[config.mk]
export PLATFORM = sky130hd
export DESIGN_NAME = nasti_lite_write_arbiter
export DESIGN_NICKNAME = d
export VERILOG_FILES = /design/src/rtl/nasti_lite_write_arbiter.sv
export SDC_FILE = /design/constraint.sdc
export NUM_CORES = 1
export LEC_CHECK = 0
export CAP_MARGIN = 5
export CORE_ASPECT_RATIO = 1.25
export CORE_MARGIN = 10
export CORE_UTILIZATION = 28
export CTS_CLUSTER_DIAMETER = 30
export DETAILED_ROUTE_END_ITERATION = 12
export GPL_ROUTABILITY_DRIVEN = 0
export PLACE_DENSITY = 0.8
export RECOVER_POWER = 25
export SLEW_MARGIN = 10
export SYNTH_ARGS = -nofsm -noshare
export SYNTH_HDL_FRONTEND = slang
export SYNTH_SLANG_ARGS = --single-unit
[constraint.sdc]
create_clock -name clk -period 2.79 [get_ports clk]
set_input_delay 0.6975 -clock clk [delete_from_list [all_inputs] [get_ports clk]]
set_output_delay 0.6975 -clock clk [all_outputs]
set_load 0.03 [all_outputs]
[src/rtl/nasti_lite_write_arbiter.sv]
// nasti_lite_write_arbiter: round-robin sharing of one nasti-lite write slave
// between NUM_MASTER write masters. A grant carries one AW and one W beat; the
// granted index is queued in order so B responses return to their issuer.
module nasti_lite_write_arbiter #(
  parameter int NUM_MASTER   = 2,
  parameter int MAX_OUTSTAND = 4,
  parameter int ID_WIDTH     = 1,
  parameter int ADDR_WIDTH   = 8,
  parameter int DATA_WIDTH   = 32
) (
  input  logic                             clk,
  input  logic                             rst,
  input  logic [NUM_MASTER*ID_WIDTH-1:0]   s_aw_id,
  input  logic [NUM_MASTER*ADDR_WIDTH-1:0] s_aw_addr,
  input  logic [NUM_MASTER*3-1:0]          s_aw_prot,
  input  logic [NUM_MASTER-1:0]            s_aw_valid,
  output logic [NUM_MASTER-1:0]            s_aw_ready,
  input  logic [NUM_MASTER*DATA_WIDTH-1:0] s_w_data,
  input  logic [NUM_MASTER*DATA_WIDTH/8-1:0] s_w_strb,
  input  logic [NUM_MASTER-1:0]            s_w_valid,
  output logic [NUM_MASTER-1:0]            s_w_ready,
  output logic [NUM_MASTER*ID_WIDTH-1:0]   s_b_id,
  output logic [NUM_MASTER*2-1:0]          s_b_resp,
  output logic [NUM_MASTER-1:0]            s_b_valid,
  input  logic [NUM_MASTER-1:0]            s_b_ready,
  output logic [ID_WIDTH-1:0]              m_aw_id,
  output logic [ADDR_WIDTH-1:0]            m_aw_addr,
  output logic [2:0]                       m_aw_prot,
  output logic                             m_aw_valid,
  input  logic                             m_aw_ready,
  output logic [DATA_WIDTH-1:0]            m_w_data,
  output logic [DATA_WIDTH/8-1:0]          m_w_strb,
  output logic                             m_w_valid,
  input  logic                             m_w_ready,
  input  logic [ID_WIDTH-1:0]              m_b_id,
  input  logic [1:0]                       m_b_resp,
  input  logic                             m_b_valid,
  output logic                             m_b_ready
);

  localparam int GW = (NUM_MASTER > 1) ? $clog2(NUM_MASTER) : 1;
  localparam int PW = (MAX_OUTSTAND > 1) ? $clog2(MAX_OUTSTAND) : 1;
  localparam int CW = $clog2(MAX_OUTSTAND) + 1;
  localparam int SW = DATA_WIDTH / 8;

  if (DATA_WIDTH != 32 && DATA_WIDTH != 64) begin : g_bad_width
    $fatal(1, "nasti_lite_write_arbiter: DATA_WIDTH must be 32 or 64");
  end
  if (NUM_MASTER < 2) begin : g_bad_masters
    $fatal(1, "nasti_lite_write_arbiter: NUM_MASTER must be >= 2");
  end

  typedef enum logic {ST_IDLE, ST_GRANT} state_t;

  state_t          r_state;
  logic [GW-1:0]   r_grant;
  logic [GW-1:0]   r_rr_ptr;
  logic            r_aw_done;
  logic            r_w_done;
  logic [GW-1:0]   r_fifo [MAX_OUTSTAND];
  logic [PW-1:0]   r_wr_ptr;
  logic [PW-1:0]   r_rd_ptr;
  logic [CW-1:0]   r_count;

  logic [ID_WIDTH-1:0]   w_aw_id   [NUM_MASTER];
  logic [ADDR_WIDTH-1:0] w_aw_addr [NUM_MASTER];
  logic [2:0]            w_aw_prot [NUM_MASTER];
  logic [DATA_WIDTH-1:0] w_w_data  [NUM_MASTER];
  logic [SW-1:0]         w_w_strb  [NUM_MASTER];

  logic            w_req_any;
  logic [GW-1:0]   w_pick;
  int unsigned     w_idx;
  logic            w_granted;
  logic            w_aw_hs;
  logic            w_w_hs;
  logic            w_complete;
  logic            w_pop;
  logic            w_nonempty;
  logic [GW-1:0]   w_head;

  for (genvar g = 0; g < NUM_MASTER; g++) begin : g_unpack
    assign w_aw_id[g]   = s_aw_id[g*ID_WIDTH +: ID_WIDTH];
    assign w_aw_addr[g] = s_aw_addr[g*ADDR_WIDTH +: ADDR_WIDTH];
    assign w_aw_prot[g] = s_aw_prot[g*3 +: 3];
    assign w_w_data[g]  = s_w_data[g*DATA_WIDTH +: DATA_WIDTH];
    assign w_w_strb[g]  = s_w_strb[g*SW +: SW];
  end

  function automatic logic [PW-1:0] ptr_inc(input logic [PW-1:0] p);
    return (p == PW'(MAX_OUTSTAND - 1)) ? '0 : p + PW'(1);
  endfunction

  // Round-robin pick: first requesting AW index at or after rr_ptr.
  always_comb begin
    w_req_any = 1'b0;
    w_pick    = '0;
    w_idx     = 0;
    for (int unsigned i = 0; i < NUM_MASTER; i++) begin
      w_idx = 32'(r_rr_ptr) + i;
      if (w_idx >= NUM_MASTER) w_idx = w_idx - NUM_MASTER;
      if (!w_req_any && s_aw_valid[GW'(w_idx)]) begin
        w_req_any = 1'b1;
        w_pick    = GW'(w_idx);
      end
    end
  end

  assign w_granted  = (r_state == ST_GRANT);
  assign m_aw_valid = w_granted & s_aw_valid[r_grant] & ~r_aw_done;
  assign m_w_valid  = w_granted & s_w_valid[r_grant] & ~r_w_done;
  assign w_aw_hs    = m_aw_valid & m_aw_ready;
  assign w_w_hs     = m_w_valid & m_w_ready;
  assign w_complete = w_granted & (r_aw_done | w_aw_hs) & (r_w_done | w_w_hs);

  assign m_aw_id    = w_aw_id[r_grant];
  assign m_aw_addr  = w_aw_addr[r_grant];
  assign m_aw_prot  = w_aw_prot[r_grant];
  assign m_w_data   = w_w_data[r_grant];
  assign m_w_strb   = w_w_strb[r_grant];

  assign w_nonempty = (r_count != '0);
  assign w_head     = r_fifo[r_rd_ptr];
  assign m_b_ready  = w_nonempty & s_b_ready[w_head];
  assign w_pop      = m_b_valid & m_b_ready;
  assign s_b_id     = {NUM_MASTER{m_b_id}};
  assign s_b_resp   = {NUM_MASTER{m_b_resp}};

  // Per-master readies and B valid steered to the granted / head master only.
  always_comb begin
    s_aw_ready = '0;
    s_w_ready  = '0;
    s_b_valid  = '0;
    if (w_granted) begin
      s_aw_ready[r_grant] = m_aw_ready & ~r_aw_done;
      s_w_ready[r_grant]  = m_w_ready & ~r_w_done;
    end
    s_b_valid[w_head] = m_b_valid & w_nonempty;
  end

  // Grant FSM: one IDLE arbitration cycle, then hold until both AW and W complete.
  always_ff @(posedge clk) begin
    if (rst) begin
      r_state   <= ST_IDLE;
      r_grant   <= '0;
      r_rr_ptr  <= '0;
      r_aw_done <= 1'b0;
      r_w_done  <= 1'b0;
    end else begin
      case (r_state)
        ST_IDLE: begin
          if (w_req_any && (r_count < CW'(MAX_OUTSTAND))) begin
            r_grant <= w_pick;
            r_state <= ST_GRANT;
          end
        end
        ST_GRANT: begin
          if (w_complete) begin
            r_rr_ptr  <= (r_grant == GW'(NUM_MASTER - 1)) ? '0 : r_grant + GW'(1);
            r_aw_done <= 1'b0;
            r_w_done  <= 1'b0;
            r_state   <= ST_IDLE;
          end else begin
            if (w_aw_hs) r_aw_done <= 1'b1;
            if (w_w_hs)  r_w_done  <= 1'b1;
          end
        end
        default: r_state <= ST_IDLE;
      endcase
    end
  end

  // Response-order FIFO storage; contents need no reset since count gates use.
  always_ff @(posedge clk) begin
    if (w_complete) r_fifo[r_wr_ptr] <= r_grant;
  end

  // Response-order FIFO pointers and occupancy.
  always_ff @(posedge clk) begin
    if (rst) begin
      r_wr_ptr <= '0;
      r_rd_ptr <= '0;
      r_count  <= '0;
    end else begin
      if (w_complete) r_wr_ptr <= ptr_inc(r_wr_ptr);
      if (w_pop)      r_rd_ptr <= ptr_inc(r_rd_ptr);
      case ({w_complete, w_pop})
        2'b10:   r_count <= r_count + CW'(1);
        2'b01:   r_count <= r_count - CW'(1);
        default: r_count <= r_count;
      endcase
    end
  end

endmodule
==> insert_results.sql, run 1 <==
INSERT INTO impl_metrics (metric_group, metric, value, unit) VALUES
('clock_network', 'hold_buffer_count_at_cts', '0', ''),
('logic_synthesis', 'number_of_synthesized_register_bits', '18', ''),
('finish', 'area_growth_syn_to_layout', '120', '%'),
('detailed_routing', 'ant_nets', '0', ''),
('floorplan', 'floorplan.rows', '30', ''),
('min_path', 'min_path_type', 'register to register', ''),
('logic_synthesis', 'synth.lib_cells_used.distinct', '36', ''),
('logic_synthesis', 'synthesis.instances', '158', ''),
('logic_synthesis', 'netlist_area', '1570', 'um2'),
('placement', 'numPortBuffers', '163', ''),
('clock_network', 'cts_tree', 'yes', ''),
('finish', 'final.fill_count', '440', ''),
('critical_path', 'critical_path_arrival', '2070', 'ps'),
('logic_synthesis', 'synth_fp_nets', '275', ''),
('clock_network', 'cts_max_path_buffers', '2', ''),
('power', 'worst_vdd_rail_ir_drop', '0.165', 'mV'),
('finish', 'area_occupied_by_multi_input_gates', '1080', 'um2'),
('floorplan', 'boundaryPins', '173', ''),
('grt', 'grt_first_pass_wirelength', '11700', 'um'),
('critical_path', 'startpoint_type', 'input pin', ''),
('finish', 'design.final.nets', '441', ''),
('critical_path', 'worst-path-buf-inv', '2', ''),
('critical_path', 'worst_path_largest_cell_delay', '680', 'ps'),
('sta', 'hold_ws', '524', 'ps'),
('power', 'pleak', '1.35', 'nW'),
('finish', 'seq_area', '402', 'um2'),
('logic_synthesis', 'post_synth.cell_area_avg', '9.94', 'um2'),
('clock_network', 'worst_skew_pair.late_latency', '260', 'ps'),
('sta', 'slew-limit-headroom', '66.8', '%'),
('finish', 'finalNonFillerCells', '386', ''),
('detailed_routing', 'drc_errors', '0', ''),
('critical_path', 'critical_path.slowest_cell', 'clkdlybuf4s50_1', ''),
('floorplan', 'initial_util', '28.9', '%'),
('critical_path', 'setup.worst_path.class', 'input pin to output port', ''),
('critical_path', 'worstPathRequired', '2090', 'ps'),
('floorplan', 'die-width', '87.0', 'um'),
('detailed_routing', 'finalWirelength', '7750', 'um'),
('detailed_routing', 'route.detailed.wl_per_inst', '20.1', 'um'),
('sta', 'final-max-slew-violation-count', '0', ''),
('placement', 'post_detailed_placement_half_perimeter_wirelength', '6840', 'um'),
('finish', 'postLayoutCellArea', '3460', 'um2'),
('grt', 'grt_overflow', '0', ''),
('critical_path', 'crit_fanout', '3', ''),
('finish', 'antennaDiodeCount', '0', ''),
('status', 'outcome', 'completed', ''),
('floorplan', 'die-area', '9020', 'um2'),
('clock_network', 'cts-htree-levels', '1', ''),
('clock_network', 'numCtsBuffers', '3', ''),
('sta', 'worstMarginPinSlew', '491', 'ps'),
('grt', 'antenna_found_initial', '0', ''),
('clock_network', 'tritoncts_num_sinks', '18', ''),
('sta', 'skew', '2.95', 'ps'),
('detailed_routing', 'dr_total_vias', '1837', ''),
('placement', 'placedInstanceArea', '3390', 'um2'),
('critical_path', 'critPathTopFamily', 'buffers and inverters', ''),
('critical_path', 'cell_chain_critical_path', 'clkdlybuf4s50_1, nand2b_1, nor2_1, clkdlybuf4s50_1', ''),
('detailed_routing', 'detail_route.iter0.violations', '48', ''),
('logic_synthesis', 'yosys_warn_count', '0', ''),
('detailed_routing', 'firstDrtPassIters', '4', ''),
('grt', 'grt_start_max_net_pins', '38', ''),
('finish', 'layout-drive-gt1-share', '25.2', '%'),
('sta', 'clock.fmax', '361', 'MHz'),
('placement', 'place.detailed.instances', '381', ''),
('floorplan', 'die_y', '104', 'um'),
('critical_path', 'end_kind', 'output port', ''),
('sta', 'finalSetupViolations', '0', ''),
('clock_network', 'cts-root-buf', 'clkbuf_8', ''),
('sta', 'final_critical_path_required_period', '2770', 'ps'),
('power', 'total_power_density_per_cell_area', '312', 'nW/um2'),
('sta', 'period_share', '99.3', '%'),
('detailed_routing', 'via_per_inst', '4.76', ''),
('critical_path', 'cp_common_cell', 'clkdlybuf4s50_1', ''),
('grt', 'total_grt_usage', '16.7', '%'),
('logic_synthesis', 'synth.yosys.seq_area_share', '25.5', '%'),
('grt', 'first_global_vias', '2106', ''),
('floorplan', 'core_region_area', '5440', 'um2'),
('clock_network', 'path_clk_slew', '60', 'ps'),
('flow_run', 'cap_viol_max_count', '0', ''),
('sta', 'timing.final.hold_violations', '0', '');
[final cells by class]
class                      instances  area share, %
timing repair buffer             176           53.0
multi-input combinational        118           31.2
inverter                           7          0.759
sequential                        18           11.6
tap                               64           2.31
clock buffer                       3           1.19
[logic make-up after synthesis]
| family | share of synthesized area, % |
|---|---|
| flops | 25.5 |
| mux | 42.0 |
| buf+inv | 7.01 |
| simple gates | 13.0 |
| fa+ha+maj | 6.06 |
| compound gates | 5.34 |
| xor+xnor | 1.12 |
[cell usage after synthesis, drive strengths merged]
library cell,instances,area (um2)
nand2b,4,25.0
and4b,1,10.0
nor2,15,56.3
nor3b,1,7.51
xor2,2,17.5
o31ai,1,7.51
a211oi,1,7.51
nor2b,3,18.8
o211a,1,10.0
and2,4,25.0
edfxtp,4,120
nor3,5,25.0
mux4,1,22.5
or4,1,7.51
a21oi,3,15.0
a32oi,1,8.76
clkbuf,2,7.51
inv,7,26.3
mux2,50,563
fa,1,20.0
o21bai,1,7.51
nor4b,1,8.76
o311ai,2,17.5
nand2,2,7.51
dfxtp,14,280
or3,1,6.26
and3,1,6.26
buf,13,76.3
ha,6,75.1
o21ai,2,10.0
mux2i,7,73.8
[where the power goes]
group	switching [mW]	internal [mW]	leakage [nW]
clock network	0.0835	0.0961	0.0216
registers	0.0124	0.273	0.151
logic	0.267	0.349	1.18
total	0.363	0.718	1.35
[tightest hold or removal path, stage by stage (launching register included)]
cell and delay [ps]:
dfxtp_1 340, nand2b_1 80, mux2i_1 60
[layout by cell type (no fill, tap or decap), types with 2 or more instances in the layout]
cell / synthesis / layout
xor2_1: 2 / 2
clkbuf_1: 2 / 2
buf_12: 0 / 11
inv_1: 6 / 6
a21oi_1: 3 / 2
buf_4: 7 / 13
and2_1: 4 / 4
mux2i_2: 1 / 2
dlymetal6s2s_1: 0 / 3
clkbuf_8: 0 / 3
nor3_1: 5 / 5
mux2i_1: 6 / 5
nor2_1: 15 / 15
mux2_1: 6 / 6
dfxtp_1: 14 / 13
clkdlybuf4s50_1: 0 / 145
ha_1: 6 / 5
nand2b_1: 4 / 4
nor2b_1: 3 / 2
nand2_1: 2 / 2
edfxtp_1: 4 / 4
o311ai_0: 2 / 2
o21ai_0: 2 / 2
mux2_2: 44 / 44
[path summary, 6_finish.rpt]
check	from	endpoint	slack (ps)	depth (start not counted)
hold / removal	r_wr_ptr[1]	r_wr_ptr[1]	520	2
setup reg to reg	register	r_count[2]	280	8
hold reg to reg	r_wr_ptr[1]	r_wr_ptr[1]	520	2
setup / recovery	m_b_valid	s_b_valid[0]	20	4
[through the flow]
step / util (%) / power, mW / setup slack, ps / setup TNS [ps]
6_report: 63.6 / 1.08 / 19.8 / 0
3_5_place_dp: 62.2 / 0.909 / -147 / -147
5_1_grt: 63.6 / 1.13 / -20.6 / -30.0
3_3_place_gp: 62.2 / 0.902 / -137 / -137
2_1_floorplan: - / 0.573 / 255 / 0
4_1_cts: 63.0 / 1.09 / 29.8 / 0
[timing repair]
item                                    in CTS  in global routing
endpoints found under the setup margin       1                  2
pin swaps                                    0                  3
buffers inserted                             0                  2
gates resized for setup                      1                  9
[routing by layer]
metal | vias up | track usage, % | share of wire [%]
met5 | - | 0 | 0
met2 | 104 | 28.6 | 52
li1 | 892 | - | -
met4 | 0 | 4.76 | 1.4
met1 | 832 | 17.1 | 34
met3 | 9 | 8.39 | 12
Note: power is estimated with default switching activity, not from simulation.
==> inputs of run 2 (changes only) <==
CORE_MARGIN = 2   (was 10)
==> insert_results.sql, run 2 (same netlist as run 1, synthesis figures left out) <==
INSERT INTO impl_metrics (metric_group, metric, value, unit) VALUES
('critical_path', 'cell_chain_critical_path', 'clkdlybuf4s50_1, mux2i_2, nor2b_1, o211a_1, inv_2, ha_1, inv_1, fa_1, xor2_1, or3_1, a21oi_1', ''),
('sta', 'period_share', '98.7', '%'),
('critical_path', 'crit_fanout', '3', ''),
('finish', 'most_frequent_standard_cell_in_the_layout_excluding_fill_and_tap_cells', 'clkdlybuf4s50_1', ''),
('grt', 'grt_overflow', '0', ''),
('finish', 'antennaDiodeCount', '0', ''),
('sta', 'slew-limit-headroom', '62.6', '%'),
('floorplan', 'die-width', '71.0', 'um'),
('floorplan', 'initial_util', '29.1', '%'),
('critical_path', 'critical_path.slowest_cell', 'clkdlybuf4s50_1', ''),
('power', 'pleak', '1.34', 'nW'),
('grt', 'total_grt_usage', '17.6', '%'),
('status', 'outcome', 'completed', ''),
('detailed_routing', 'ant_nets', '0', ''),
('sta', 'finalSetupViolations', '0', ''),
('min_path', 'hold_end', 'r_wr_ptr[1]', ''),
('floorplan', 'die-area', '6230', 'um2'),
('sta', 'timing.final.hold_violations', '0', ''),
('clock_network', 'cts_tree', 'yes', ''),
('sta', 'hold_ws', '530', 'ps'),
('grt', 'antenna_found_initial', '0', ''),
('finish', 'seq_area', '404', 'um2'),
('clock_network', 'path_clk_slew', '70', 'ps'),
('finish', 'commonest_non_fill_non_tap_cells_in_the_layout', 'clkdlybuf4s50_1 (151), mux2_2 (44), nor2_1 (15)', ''),
('min_path', 'min-delay-start', 'r_wr_ptr[1]', ''),
('power', 'combPwrFrac', '54.2', '%'),
('clock_network', 'hold_buffer_count_at_cts', '0', ''),
('critical_path', 'setup.worst_path.class', 'input pin to register', ''),
('clock_network', 'cts-root-buf', 'clkbuf_8', ''),
('sta', 'final-max-slew-violation-count', '0', ''),
('sta', 'worstMarginPinSlew', '559', 'ps'),
('power', 'share_seq_of_total_power', '26.7', '%'),
('power', 'total_power_density_per_cell_area', '318', 'nW/um2'),
('min_path', 'min_path_type', 'register to register', ''),
('grt', 'grt_first_pass_wirelength', '8710', 'um'),
('floorplan', 'boundaryPins', '173', ''),
('critical_path', 'worstPathRequired', '2960', 'ps'),
('critical_path', 'startpoint_type', 'input pin', ''),
('power', 'swShare', '32.5', '%'),
('critical_path', 'end_kind', 'register', ''),
('placement', 'place.detailed.instances', '380', ''),
('grt', 'grt_start_max_net_pins', '30', ''),
('critical_path', 'worst-r2r-setup-slack', '290', 'ps'),
('power', 'worst_vdd_rail_ir_drop', '0.157', 'mV'),
('sta', 'final_critical_path_required_period', '2750', 'ps'),
('finish', 'design.final.nets', '439', ''),
('critical_path', 'r2r_worst_path_depth', '8', ''),
('critical_path', 'worst-path-buf-inv', '3', ''),
('clock_network', 'tritoncts_num_sinks', '18', ''),
('critical_path', 'worst_path_largest_cell_delay', '440', 'ps'),
('detailed_routing', 'firstDrtPassIters', '4', ''),
('power', 'total_switching_power', '0.352', 'mW'),
('power', 'internal_power', '0.732', 'mW'),
('critical_path', 'critPathTopFamily', 'buffers and inverters', ''),
('clock_network', 'worst_skew_pair.late_latency', '250', 'ps'),
('finish', 'layout-drive-gt1-share', '22.7', '%'),
('sta', 'clock.fmax', '363', 'MHz'),
('flow_run', 'cap_viol_max_count', '0', ''),
('placement', 'numPortBuffers', '163', ''),
('placement', 'post_detailed_placement_half_perimeter_wirelength', '5090', 'um'),
('sta', 'skew', '1.83', 'ps'),
('finish', 'final_util', '63.1', '%'),
('finish', 'area_occupied_by_multi_input_gates', '1070', 'um2'),
('detailed_routing', 'detail_route.iter0.violations', '60', ''),
('sta', 'rsz0062_at_grt', 'true', ''),
('floorplan', 'die_y', '87.7', 'um'),
('critical_path', 'rr_endpoint', 'r_count[2]', ''),
('finish', 'final.fill_count', '466', ''),
('grt', 'first_global_vias', '1841', ''),
('min_path', 'whs_path_cells', '2', ''),
('floorplan', 'floorplan.rows', '30', ''),
('power', 'clockPowerShare', '19.1', '%'),
('finish', 'finalNonFillerCells', '385', ''),
('critical_path', 'cp-startpoint', 's_aw_valid[0]', ''),
('floorplan', 'core_region_area', '5410', 'um2'),
('critical_path', 'critical_path_depth', '11', ''),
('detailed_routing', 'dr_total_vias', '1795', ''),
('detailed_routing', 'drc_errors', '0', ''),
('clock_network', 'cts-htree-levels', '1', ''),
('detailed_routing', 'via_per_inst', '4.66', ''),
('detailed_routing', 'finalWirelength', '5980', 'um'),
('critical_path', 'critical_path_arrival', '2920', 'ps'),
('detailed_routing', 'route.detailed.wl_per_inst', '15.5', 'um'),
('clock_network', 'cts_max_path_buffers', '2', ''),
('finish', 'area_growth_syn_to_layout', '117', '%'),
('clock_network', 'numCtsBuffers', '3', '');
## run 2: cell count changes in the layout (fill, tap and decap cells not counted), sizes merged
| cell | change |
|---|---|
| clkdlybuf4s50 | +6 |
| buf | -5 |
| clkbuf | -1 |
| dlygate4sd3 | -1 |
## run 2: repair_timing
| item | CTS | global route |
|---|---|---|
| buffers inserted | 0 | 1 |
| pin swaps | 0 | 0 |
| hold endpoints to repair | 0 | 0 |
| gates cloned | 0 | 0 |
| setup endpoints to repair | 1 | 16 |
| gates resized for setup | 1 | 6 |
## run 2: layer usage
layer | routed length [um] | share of wire [%] | global-route usage (%)
met5 | 0 | 0 | 0
met4 | 64 | 1.1 | 4.97
met3 | 578 | 9.7 | 5.41
met2 | 3070 | 51 | 31.8
met1 | 2260 | 38 | 20.1
## run 2: cell type report
type	count	area share, %
clock buffers	4	1.62
well taps	64	2.35
inverters	7	0.771
repair buffers	174	52.1
flip-flops and latches	18	11.9
multi-input cells	118	31.3
## run 2: power by group through the flow
stage	Sequential (mW)	Clock, mW	Combinational [mW]
after floorplan	0.283	0	0.290
after global placement	0.294	0	0.583
after detailed placement	0.295	0	0.587
after CTS	0.289	0.211	0.591
after global routing	0.290	0.224	0.619
final	0.289	0.207	0.588
## run 2: through the flow
step / power (mW) / cell area, um2 / setup slack [ps] / TNS [ps]
5_1_grt: 1.13 / 3410 / -108 / -108
3_3_place_gp: 0.878 / 3330 / -168 / -168
4_1_cts: 1.09 / 3380 / 7.41 / 0
2_1_floorplan: 0.573 / 1570 / 255 / 0
6_report: 1.08 / 3410 / 35.9 / 0
3_5_place_dp: 0.881 / 3330 / -229 / -237
## run 2: worst max path at each step
stage	endpoint	slack, ps
3_3_place_gp	r_count[2]	-170
6_report	r_count[2]	40
4_1_cts	m_b_ready	7
2_1_floorplan	r_count[2]	260
3_5_place_dp	r_count[2]	-230
5_1_grt	r_count[2]	-110
## run 2: worst reg2reg max path: stages (launching register included)
cell and delay [ps]:
dfxtp_1 360, mux4_2 570, mux2i_2 250, ha_1 210
inv_1 60, fa_1 380, xor2_1 160, or3_1 300
a21oi_1 140
==> inputs of run 3 (changes only) <==
ABC_CLOCK_PERIOD_IN_PS = 2790   (was unset)
==> results of run 3 <==
Same layout as run 2: the final DEF is identical, and so are final timing and power.
==> patch (flow settings as in run 1) <==
Set the parameter `MAX_OUTSTAND` to 8 (it was 4).
--- a/src/rtl/nasti_lite_write_arbiter.sv
+++ b/src/rtl/nasti_lite_write_arbiter.sv
@@ -5,3 +5,3 @@
   parameter int NUM_MASTER   = 2,
-  parameter int MAX_OUTSTAND = 4,
+  parameter int MAX_OUTSTAND = 8,
   parameter int ID_WIDTH     = 1,
Function: changed (a bounded check fails within 10 cycles, from zero or initial values and one cycle with rst high).
==> patch against run 1 <==
- via count rose by 15%
- combinational power down 5.7%
- critical path type unchanged
- synthesized area up 23%
- largest cell class unchanged
- worst setup slack better by 0.055 ns
- cell area is 12% higher
- wire length up 12%
- total power grew 10%
- sequential cell count rose by 8
==> patch: results (changes against run 1) <==
drt_iter0_drc: 60  # was 48
use_met2_pct: 25.4  # was 28.6%
grt_pass1_vias: 2306  # was 2106
grt_pass1_wl_um: 12900  # was 11700 um
wl_per_cell_um: 19.7  # was 20.1 um
placed_area_um2: 3720  # was 3390 um^2
met3_usage_pct: 10.7  # was 8.39%
nets: 473  # was 441
peakVddDrop_v: 0.000152  # was 0.000165 V
fin_skew_ns: 0.00527  # was 0.00295 ns
vias: 2107  # was 1837
slew_headroom_pct: 56.0  # was 66.8%
use_met1_pct: 16.8  # was 17.1%
grt_start_max_net_pins: 35  # was 38
crit_fanout: 1  # was 3
grt_usage_pct: 15.6  # was 16.7%
totalWireLength_um: 8710  # was 7750 um
switchingPower_w: 0.000367  # was 0.000363 W
synth_area_leaders: "mux2_2, dfxtp_1, edfxtp_1"  # unchanged
synth.avg_cell_area_um2: 10.2  # was 9.94 um^2
synth.distinct_cells: 38  # was 36
cts.reportedPaths.clkPinSlew_ns: 0.08  # was 0.06 ns
antenna_found_initial: 1  # was 0
fill_cells: 591  # was 440
p_leak_nw: 1.50  # was 1.35 nW
drive_above_1_share_pct: 29.3  # was 25.2%
synth-edff-count: 8  # was 4
placedCellCount: 434  # was 381
ys_top_cells_by_count: "mux2_2, dfxtp_1, nor2_1, mux2i_1, nand2_1"  # was mux2_2, nor2_1, dfxtp_1, buf_4
seq_area_frac_synth_pct: 31.2  # was 25.5%
syn_nets: 305  # was 275
status: "complete, no violations"  # unchanged
[patch: cell count changes after synthesis, sizes merged, moves of 2 or more]
cell,run 1,this run
edfxtp,4,8
nand2b,4,2
dfxtp,14,18
o311ai,2,0
a211oi,1,3
mux2i,7,12
nand2,2,11
inv,7,3
and2,4,1
nor3b,1,6
a21oi,3,8
[patch: timing repair]
action	in CTS	in global routing
buffers inserted	0	4
gates resized for setup	6	23
pin swaps	2	6
setup endpoints to repair	8	1
hold buffers	0	0
[patch: power groups by stage]
stage / sequential (W) / combinational, W / clock (W)
CTS: 0.000401 / 0.000584 / 0.000218
global route: 0.000403 / 0.000617 / 0.000231
finish: 0.000402 / 0.000581 / 0.000210
detailed placement: 0.000410 / 0.000579 / 0
floorplan: 0.000408 / 0.000266 / 0
global placement: 0.000410 / 0.000575 / 0
[patch: worst paths after layout]
kind,start,endpoint,slack [ns],cells after the start
min reg2reg,r_rr_ptr,r_rr_ptr,0.51,2
max reg2reg,r_grant,r_count[2],0.16,11
max,s_w_data[44],m_w_data[12],0.08,3
min,r_rr_ptr,r_rr_ptr,0.51,2
[patch: metrics by stage]
step / utilization (%) / total power, W / hold slack, ns / setup WS, ns
after floorplan: - / 0.000673 / 0.468 / 0.0120
after global placement: 56.4 / 0.000985 / 0.495 / -0.284
after detailed placement: 56.4 / 0.000989 / 0.499 / -0.426
after CTS: 57.2 / 0.00120 / 0.511 / 0.0315
after global routing: 58.5 / 0.00125 / 0.550 / 0.00268
final: 58.5 / 0.00119 / 0.508 / 0.0750
[patch: per-layer routing]
metal | part of all wire, % | wire, um
met3 | 14 | 1220
met2 | 49 | 4280
met5 | 0.15 | 13
met1 | 36 | 3170
met4 | 0.32 | 28
[patch: kinds of logic (layout without fill, tap and decap cells)]
group,after synthesis,count (layout),share of synthesized area (%)
AOI/OAI and AO/OA,20,20,6.89
xor gates and xnor gates,4,4,1.82
adders and majority gates,7,7,4.55
buffers and inverters,20,187,5.59
DFF,26,26,31.2
muxes,62,62,36.7
and+or+nand+nor,49,49,13.2
[patch: worst register-to-register path: stages, from the launching register on]
cell     delay [ns]
dfxtp_2        0.45
mux2_4         0.33
nor2b_2        0.16
o221a_1        0.27
inv_1          0.12
ha_4           0.16
xor2_2         0.14
ha_2           0.20
a21oi_2        0.04
xor2_1         0.18
or3_1          0.39
a21oi_2        0.14
[patch: cell type report]
class,count,area share (%)
clock buffer,4,1.17
inverter,3,0.291
multi-input combinational,142,33.0
sequential,26,15.6
tap,87,2.82
timing repair buffer,180,47.2
